**src/rtl/alu32_pkg.sv**
```systemverilog
// Constants and the response-FIFO entry type shared by the ALU, its issue
// controller and the controller's response FIFO.
package alu32_pkg;

  localparam int WIDTH = 32;
  localparam int SEL_W = 4;
  localparam int TAG_W = 4;

  typedef struct packed {
    logic [WIDTH-1:0] result;
    logic [TAG_W-1:0] tag;
  } alu32_rsp_t;

endpackage

```
**src/rtl/alu32_issue_ctrl_if.sv**
```systemverilog
// Request and response handshakes between an operation source (master) and
// the ALU issue controller (slave).
interface alu32_issue_ctrl_if;
  import alu32_pkg::*;

  logic             req_valid;
  logic             req_ready;
  logic [WIDTH-1:0] req_a;
  logic [WIDTH-1:0] req_b;
  logic [SEL_W-1:0] req_sel;
  logic [TAG_W-1:0] req_tag;

  logic             rsp_valid;
  logic             rsp_ready;
  logic [WIDTH-1:0] rsp_result;
  logic [TAG_W-1:0] rsp_tag;

  modport master (
    output req_valid, req_a, req_b, req_sel, req_tag, rsp_ready,
    input  req_ready, rsp_valid, rsp_result, rsp_tag
  );

  modport slave (
    input  req_valid, req_a, req_b, req_sel, req_tag, rsp_ready,
    output req_ready, rsp_valid, rsp_result, rsp_tag
  );

endinterface

```
**src/rtl/alu32_rsp_fifo.sv**
```systemverilog
// In-order response FIFO of {result, tag}; head is visible combinationally
// and reads as zero while the FIFO is empty.
module alu32_rsp_fifo
  import alu32_pkg::*;
#(
  parameter int DEPTH = 4
) (
  input  logic                   clk,
  input  logic                   rst_n,
  input  logic                   push_i,
  input  alu32_rsp_t             push_data_i,
  input  logic                   pop_i,
  output alu32_rsp_t             head_o,
  output logic [$clog2(DEPTH):0] count_o,
  output logic                   empty_o
);

  localparam int AW = $clog2(DEPTH);

  alu32_rsp_t      mem_q [DEPTH];
  logic [AW-1:0]   wr_ptr_q, wr_ptr_d;
  logic [AW-1:0]   rd_ptr_q, rd_ptr_d;
  logic [AW:0]     count_q, count_d;
  logic            pop_ok;

  assign empty_o = (count_q == '0);
  assign pop_ok  = pop_i && !empty_o;
  assign count_o = count_q;
  assign head_o  = empty_o ? '0 : mem_q[rd_ptr_q];

  always_comb begin
    wr_ptr_d = wr_ptr_q + AW'(push_i);
    rd_ptr_d = rd_ptr_q + AW'(pop_ok);
    count_d  = count_q + (AW+1)'(push_i) - (AW+1)'(pop_ok);
  end

  always_ff @(posedge clk or negedge rst_n) begin
    if (!rst_n) begin
      wr_ptr_q <= '0;
      rd_ptr_q <= '0;
      count_q  <= '0;
    end else begin
      wr_ptr_q <= wr_ptr_d;
      rd_ptr_q <= rd_ptr_d;
      count_q  <= count_d;
    end
  end

  // Storage needs no reset: entries are only read while counted as valid.
  always_ff @(posedge clk) begin
    if (push_i) begin
      mem_q[wr_ptr_q] <= push_data_i;
    end
  end

endmodule

```
**src/rtl/alu32_issue_ctrl.sv**
```systemverilog
// Issue controller for the registered 32-bit ALU: credit-based request accept,
// fixed-latency result capture and in-order tagged response return.
module alu32_issue_ctrl
  import alu32_pkg::*;
#(
  parameter int LATENCY = 1,
  parameter int DEPTH   = 4
) (
  input  logic                   clk,
  input  logic                   rst_n,
  alu32_issue_ctrl_if.slave      bus,
  output logic [WIDTH-1:0]       alu_a_o,
  output logic [WIDTH-1:0]       alu_b_o,
  output logic [SEL_W-1:0]       alu_sel_o,
  input  logic [WIDTH-1:0]       alu_out_i,
  output logic [$clog2(DEPTH):0] inflight_o
);

  localparam int STAGES = LATENCY + 1;
  localparam int CNT_W  = $clog2(DEPTH) + 1;

  logic             accept, push, pop, fifo_empty;
  logic [CNT_W-1:0] fifo_count;
  logic [CNT_W-1:0] inflight_q, inflight_d;
  logic [CNT_W:0]   occupancy;
  logic [WIDTH-1:0] alu_a_q, alu_a_d, alu_b_q, alu_b_d;
  logic [SEL_W-1:0] alu_sel_q, alu_sel_d;
  logic [STAGES-1:0] vld_q;
  logic [TAG_W-1:0] tag_q [STAGES];
  alu32_rsp_t       push_data, head;

  // Credits depend on registered state only, so req_ready never sees req_valid.
  assign occupancy     = {1'b0, fifo_count} + {1'b0, inflight_q};
  assign bus.req_ready = (occupancy < (CNT_W+1)'(DEPTH));
  assign accept        = bus.req_valid && bus.req_ready;
  assign push          = vld_q[STAGES-1];
  assign pop           = bus.rsp_valid && bus.rsp_ready;

  always_comb begin
    alu_a_d    = alu_a_q;
    alu_b_d    = alu_b_q;
    alu_sel_d  = alu_sel_q;
    inflight_d = inflight_q + CNT_W'(accept) - CNT_W'(push);
    if (accept) begin
      alu_a_d   = bus.req_a;
      alu_b_d   = bus.req_b;
      alu_sel_d = bus.req_sel;
    end
  end

  always_ff @(posedge clk or negedge rst_n) begin
    if (!rst_n) begin
      alu_a_q    <= '0;
      alu_b_q    <= '0;
      alu_sel_q  <= '0;
      inflight_q <= '0;
    end else begin
      alu_a_q    <= alu_a_d;
      alu_b_q    <= alu_b_d;
      alu_sel_q  <= alu_sel_d;
      inflight_q <= inflight_d;
    end
  end

  // Stage 0 mirrors the ALU input registers; the last stage lines up with a
  // valid alu_out, LATENCY edges after the ALU samples.
  always_ff @(posedge clk or negedge rst_n) begin
    if (!rst_n) begin
      vld_q <= '0;
      for (int i = 0; i < STAGES; i++) begin
        tag_q[i] <= '0;
      end
    end else begin
      vld_q    <= {vld_q[STAGES-2:0], accept};
      tag_q[0] <= bus.req_tag;
      for (int i = 1; i < STAGES; i++) begin
        tag_q[i] <= tag_q[i-1];
      end
    end
  end

  always_comb begin
    push_data.result = alu_out_i;
    push_data.tag    = tag_q[STAGES-1];
  end

  alu32_rsp_fifo #(
    .DEPTH(DEPTH)
  ) u_rsp_fifo (
    .clk         (clk),
    .rst_n       (rst_n),
    .push_i      (push),
    .push_data_i (push_data),
    .pop_i       (pop),
    .head_o      (head),
    .count_o     (fifo_count),
    .empty_o     (fifo_empty)
  );

  assign bus.rsp_valid  = !fifo_empty;
  assign bus.rsp_result = head.result;
  assign bus.rsp_tag    = head.tag;

  assign alu_a_o    = alu_a_q;
  assign alu_b_o    = alu_b_q;
  assign alu_sel_o  = alu_sel_q;
  assign inflight_o = inflight_q;

endmodule

```
**src/flat_wrapper.sv**
```systemverilog
// flat-port wrapper written by rule: the top's interface ports become plain ports
module alu32_issue_ctrl_flat import alu32_pkg::*;
#(
  parameter int LATENCY = 1,
  parameter int DEPTH   = 4
)
  (clk, rst_n, alu_a_o, alu_b_o, alu_sel_o, alu_out_i, inflight_o, bus_req_valid, bus_req_a, bus_req_b, bus_req_sel, bus_req_tag, bus_rsp_ready, bus_req_ready, bus_rsp_valid, bus_rsp_result, bus_rsp_tag);
  alu32_issue_ctrl_if bus_i ();
  input  logic clk;
  input  logic rst_n;
  output logic [WIDTH-1:0] alu_a_o;
  output logic [WIDTH-1:0] alu_b_o;
  output logic [SEL_W-1:0] alu_sel_o;
  input  logic [WIDTH-1:0] alu_out_i;
  output logic [$clog2(DEPTH):0] inflight_o;
  input wire logic [$bits(bus_i.req_valid)-1:0] bus_req_valid;
  input wire logic [$bits(bus_i.req_a)-1:0] bus_req_a;
  input wire logic [$bits(bus_i.req_b)-1:0] bus_req_b;
  input wire logic [$bits(bus_i.req_sel)-1:0] bus_req_sel;
  input wire logic [$bits(bus_i.req_tag)-1:0] bus_req_tag;
  input wire logic [$bits(bus_i.rsp_ready)-1:0] bus_rsp_ready;
  output wire logic [$bits(bus_i.req_ready)-1:0] bus_req_ready;
  output wire logic [$bits(bus_i.rsp_valid)-1:0] bus_rsp_valid;
  output wire logic [$bits(bus_i.rsp_result)-1:0] bus_rsp_result;
  output wire logic [$bits(bus_i.rsp_tag)-1:0] bus_rsp_tag;
  assign bus_i.req_valid = bus_req_valid;
  assign bus_i.req_a = bus_req_a;
  assign bus_i.req_b = bus_req_b;
  assign bus_i.req_sel = bus_req_sel;
  assign bus_i.req_tag = bus_req_tag;
  assign bus_i.rsp_ready = bus_rsp_ready;
  assign bus_req_ready = bus_i.req_ready;
  assign bus_rsp_valid = bus_i.rsp_valid;
  assign bus_rsp_result = bus_i.rsp_result;
  assign bus_rsp_tag = bus_i.rsp_tag;
  alu32_issue_ctrl #(.LATENCY(LATENCY), .DEPTH(DEPTH)) u_core (.clk(clk), .rst_n(rst_n), .bus(bus_i), .alu_a_o(alu_a_o), .alu_b_o(alu_b_o), .alu_sel_o(alu_sel_o), .alu_out_i(alu_out_i), .inflight_o(inflight_o));
endmodule
```
**config.mk**
```make
export PLATFORM = sky130hd
export DESIGN_NAME = alu32_issue_ctrl_flat
export DESIGN_NICKNAME = d
export VERILOG_FILES = /design/src/rtl/alu32_pkg.sv /design/src/rtl/alu32_issue_ctrl_if.sv /design/src/rtl/alu32_rsp_fifo.sv /design/src/rtl/alu32_issue_ctrl.sv /design/src/flat_wrapper.sv
export SDC_FILE = /design/constraint.sdc
export NUM_CORES = 1
export LEC_CHECK = 0
export CORE_MARGIN = 10
export CORE_UTILIZATION = 31
export DETAILED_ROUTE_END_ITERATION = 10
export PLACE_DENSITY = 0.62
export SLEW_MARGIN = 15
export SYNTH_ARGS = -nofsm -noshare
export SYNTH_HDL_FRONTEND = slang
export SYNTH_HIERARCHICAL = 1
export SYNTH_SLANG_ARGS = --single-unit
```
**constraint.sdc**
```tcl
create_clock -name clk -period 4.3 [get_ports clk]
set_input_delay 1.075 -clock clk [delete_from_list [all_inputs] [get_ports clk]]
set_output_delay 1.075 -clock clk [all_outputs]
set_load 0.01 [all_outputs]
```
; ---- Yosys cells after proc, flatten, opt, wreduce, memory -nomap -nowiden
; Memories as Yosys holds them, arrays and structs flattened.
; Cells that the tools add are included.
[word_totals]
mem_bits_ro = 0
ram_bits = 144
mem_count = 1
latchBits = 0
ff_bits = 88
[op_classes]
add_sub_neg = 7
n_shift = 0
n_eq_ne = 0
mux = 3
mul = 0
n_div = 0
reduce_logical = 5
bitwise = 0
n_lt_le_gt_ge = 1
[mem_list]
columns = memory, depth, word_bits, read_ports, rd_clocked_by_memory_dff, write_ports, line_no
row1 = u_core.u_rsp_fifo.mem_q, 4, 36, 1, 0, 1, alu32_rsp_fifo.sv:20  ; alu32_rsp_t mem_q [DEPTH];
[ops]
columns = op, n
row1 = $mux W36, 1
row2 = $add A3 B1 Y3, 2
row3 = $sub A3 B1 Y3, 2
row4 = $add A2 B1 Y2, 2
row5 = $add A3 B3 Y4, 1
row6 = $lt A4 B3 Y1 const B, 1
row7 = $logic_and A1 B1 Y1, 3
row8 = $logic_not A3 Y1, 1
row9 = $mux W1, 2
row10 = $logic_not A1 Y1, 1

; ---- Logic depth before layout (Yosys ltp)
[logic_depth]
word_depth = 5
depth_mapped = 12
ltp_nobuf = 10

; ---- By module
; Netlist, hierarchy kept.
[by_module_without_submodules]
columns = module, area_each_um2, instances, cells_each, seq_area_each_um2
row1 = alu32_rsp_fifo, 5775.5, 1, 256, 4499.3
row2 = alu32_issue_ctrl, 3044.2, 1, 173, 2026.9

; ---- Worst setup path after synthesis
; Ideal clock, no wire load.
[synth_timing]
path_type = register to register
from = register u_core.vld_q[1]
to = memory u_core/u_rsp_fifo/mem_q[0][0] in the netlist's numbering, enable pin
path_slack_ns = 0.704
path_stages_with_launch = 2
t_required_ns = 3.818
setup_ns = 0.482
arrival_time_ns = 3.115
cell_sequence = dfrtp_1 > nor3b_1
[synth_via]
elab_chain_len = 2
[synth_rtl]
columns = item, line_no
row1 = from (decl), alu32_issue_ctrl.sv:28  ; logic [STAGES-1:0] vld_q;
row2 = from (signal assigned), alu32_issue_ctrl.sv:74  ; vld_q <= {vld_q[STAGES-2:0], accept};
row3 = $mux W1, alu32_rsp_fifo.sv:51  ; if (push_i) begin
row4 = $mux W1 (implied by the code), alu32_rsp_fifo.sv:52  ; mem_q[wr_ptr_q] <= push_data_i;
row5 = to (decl), alu32_rsp_fifo.sv:20
; Every way passes these cells.

; ---- Worst setup path in the final report
[layout_timing]
from = register u_core.u_rsp_fifo.rd_ptr_q[0]
to = output bus_rsp_result[29]
[layout_via]
elab_chain_len = 2
[layout_rtl]
columns = item, line_no
row1 = from (decl), alu32_rsp_fifo.sv:22  ; logic [AW-1:0] rd_ptr_q, rd_ptr_d;
row2 = from (signal assigned), alu32_rsp_fifo.sv:44  ; rd_ptr_q <= rd_ptr_d;
row3 = $mem_v2 Z4 W36, -
row4 = $mux W36, alu32_rsp_fifo.sv:29  ; assign head_o = empty_o ? '0 : mem_q[rd_ptr_q];
row5 = to (decl), flat_wrapper.sv:24  ; output wire logic [$bits(bus_i.rsp_result)-1:0] bus_rsp_result;
; Every way passes these cells.

==> flow_metrics.tcl <==
set metrics [dict create \
    clock-sinks 232 \
    async_flop_share_pct 37.9 \
    ant_nets 0 \
    drtIter0Drc 190 \
    yosys_warnings 6 \
    final_max_slew_viol_count 0 \
    rows 61 \
    synth-seq-cells 232 \
    ys.flop_type "edfxtp_1" \
    maxCapViolCount 0 \
    cts_resized 0 \
    synth_cells 429 \
    critical_path_class "flop to primary output" \
    p_leak_uw 0.00440 \
    hold_depth 0 \
    finalPower_uw 8890 \
    ios 217 \
    fmax_ghz 0.262 \
    slew_headroom_pct 29.5 \
    worstPathMaxFanout 25 \
    final_core_util_pct 43.8 \
    syn_nets 545 \
    peakVddDrop_v 0.000384 \
    grt.overflow.total 0 \
    start_util_pct 31.6 \
    grt_pass1_wl_um 32900 \
    gr-usage-all-layers_pct 11.7 \
    tns_ns 0 \
    post_cts_buffers 0 \
    hold_class "flop to flop" \
    setup.worst_path.end_class "primary output" \
    holdBufCountCts 0 \
    cts_buffers 26 \
    finalSetupViolCount 0 \
    r2r_cells 10 \
    clk_latency_ns 0.53 \
    die-area_um2 35600 \
    fin_nets 778 \
    wl_per_cell_um 19.9 \
    cp.required_ns 3.22 \
    p_per_area_nw_per_um2 726 \
    hpwlAfterDp_um 14600 \
    place.gp.congestion 0.740 \
    finalClockSkew_ns 0.0189 \
    die_h_um 189 \
    die_w_um 189 \
    core_um2 27900 \
    antenna_found_initial 2 \
    fin_crit_sh_pct 88.7 \
    root_buffer "clkbuf_16" \
    placedInstanceArea_um2 11400 \
    synth_area_leaders "edfxtp_1 (49%), dfrtp_1 (25%), mux4_2 (9.2%)" \
    htree_levels 1 \
    rsz0062_at_grt "false" \
    cts.path.max_buffers 3 \
    status "completed" \
    synth_top_area_share_pct 49.0 \
    grt_pass1_vias 5464 \
    area_delta_synth_final_pct 38.9 \
    first_pass_iters 4 \
    hold_viol 0 \
    critPathArrivalTime_ns 2.74 \
    vias_per_cell 4.46 \
    drc_errors 0 \
    syn_area_um2 8820 \
    port_buffers 216 \
    path_clk_slew_ns 0.06 \
    min_period_ns 3.81 \
    grt_max_degree 79 \
    tightest_slew_ns 1.06 \
    yosysUniqueCellTypes 31 \
    synth_edf_count 144 \
    postLayoutCellArea_um2 12200 \
    wl_um 21100 \
    drive_above_1_share_pct 23.3 \
    synth_area_leader_cell "edfxtp_1" \
    vias 4736 \
    critPathLaunchType "flop" \
    syn_avg_cell_area_um2 20.6 \
    tritoncts "built" \
    ys_seq_area_share_pct 74.0 \
]
## per-layer routing
metal	vias up	part of all wire, %	GRT usage (%)
met4	4	1.8	3.21
met3	33	14	7.27
met2	227	44	17.5
met5	-	0.10	0
li1	2116	-	-
met1	2356	40	13.7
## cell usage after synthesis (3+ instances only)
| cell | n |
|---|---|
| and2_1 | 36 |
| mux2_2 | 59 |
| dfrtp_1 | 88 |
| mux4_2 | 36 |
| inv_1 | 7 |
| buf_6 | 3 |
| ha_1 | 6 |
| clkbuf_1 | 4 |
| buf_2 | 5 |
| edfxtp_1 | 144 |
| buf_4 | 5 |
| xnor2_1 | 6 |
| mux2_4 | 9 |
## cell usage in the layout, fill, tap and decap left out, types with 2 or more instances in the layout
master           Yosys  layout
clkinv_2             0       2
dfrtp_2              0       2
clkbuf_16            0      26
mux2_2              59      59
mux2_4               9       9
and2_1              36      36
clkinv_1             0       4
clkbuf_8             0       3
inv_1                7       7
nand2_1              2       2
dfrtp_1             88      86
fa_1                 2       2
ha_1                 6       6
bufinv_16            0       2
edfxtp_1           144     144
clkbuf_1             4       7
clkinv_4             0       2
mux4_2              36      36
xnor2_1              6       6
clkdlybuf4s50_1      0     215
buf_4                5       8
## critical path: stages, from the launching register on
cell and delay [ns]:
dfrtp_2 0.68, buf_12 0.30, mux4_2 0.53, and2_1 0.20, clkdlybuf4s50_1 0.48
## cell type report
| type | instances | area, um^2 |
|---|---|---|
| antenna | 1 | 2.50 |
| clock buffer | 36 | 718 |
| clock inverter | 12 | 130 |
| fill | 2496 | 15700 |
| inverter | 8 | 30.0 |
| multi-input combinational | 170 | 2130 |
| sequential | 232 | 6530 |
| tap | 378 | 473 |
| timing repair buffer | 224 | 2230 |
## flip-flops by register name (all words and copies together), names as in the netlist
signal and count:
u_core/u_rsp_fifo/mem_q 144, u_core/alu_a_o 32, u_core/alu_b_o 32, u_core/alu_sel_o 4, u_core/push_data 4, u_core/tag_q 4, u_core/inflight_o 3, u_core/u_rsp_fifo/count_o 3
u_core/u_rsp_fifo/rd_ptr_q 2, u_core/u_rsp_fifo/wr_ptr_q 2, u_core/vld_q 2
## where the power goes
group	internal, uW	switching [uW]
clock	1290	863
sequential	2910	370
combinational	2090	1360
## path summary, 6_finish.rpt
kind,startpoint,to,slack [ns]
worst max-delay path,u_core/u_rsp_fifo/rd_ptr_q[0],bus_rsp_result[29],0.49
worst min-delay path,u_core/vld_q[0],u_core/vld_q[1],0.35
worst max register to register,u_core/u_rsp_fifo/count_o[1],u_core/u_rsp_fifo/count_o[2],1.52
worst min register to register,u_core/vld_q[0],u_core/vld_q[1],0.35
max in group asynchronous,rst_n,u_core/tag_q[6],2.82
min in group asynchronous,rst_n,u_core/alu_a_o[9],0.70
## kinds of logic (layout without fill, tap and decap cells)
family / count (synthesis) / count (layout) / share of synthesized area (%)
XOR/XNOR: 7 / 7 / 0.695
flip-flops: 232 / 232 / 74.0
AND/OR/NAND/NOR: 48 / 48 / 3.45
other: 0 / 1 / 0
multiplexers: 105 / 105 / 18.4
AO/OA/AOI/OAI: 2 / 2 / 0.184
adder cells (fa/ha/maj): 8 / 8 / 1.31
buffers and inverters: 27 / 280 / 2.00
## through the flow
stage | std cells | hold slack, ns | setup slack (ns)
after floorplan | 429 | 0.331 | 0.704
after global placement | 1012 | 0.333 | 0.960
after detailed placement | 1012 | 0.337 | 0.883
after CTS | 1060 | 0.358 | 0.304
after global routing | 1060 | 0.366 | 0.302
final | 1061 | 0.352 | 0.486
(Power assumes the default switching activity.)
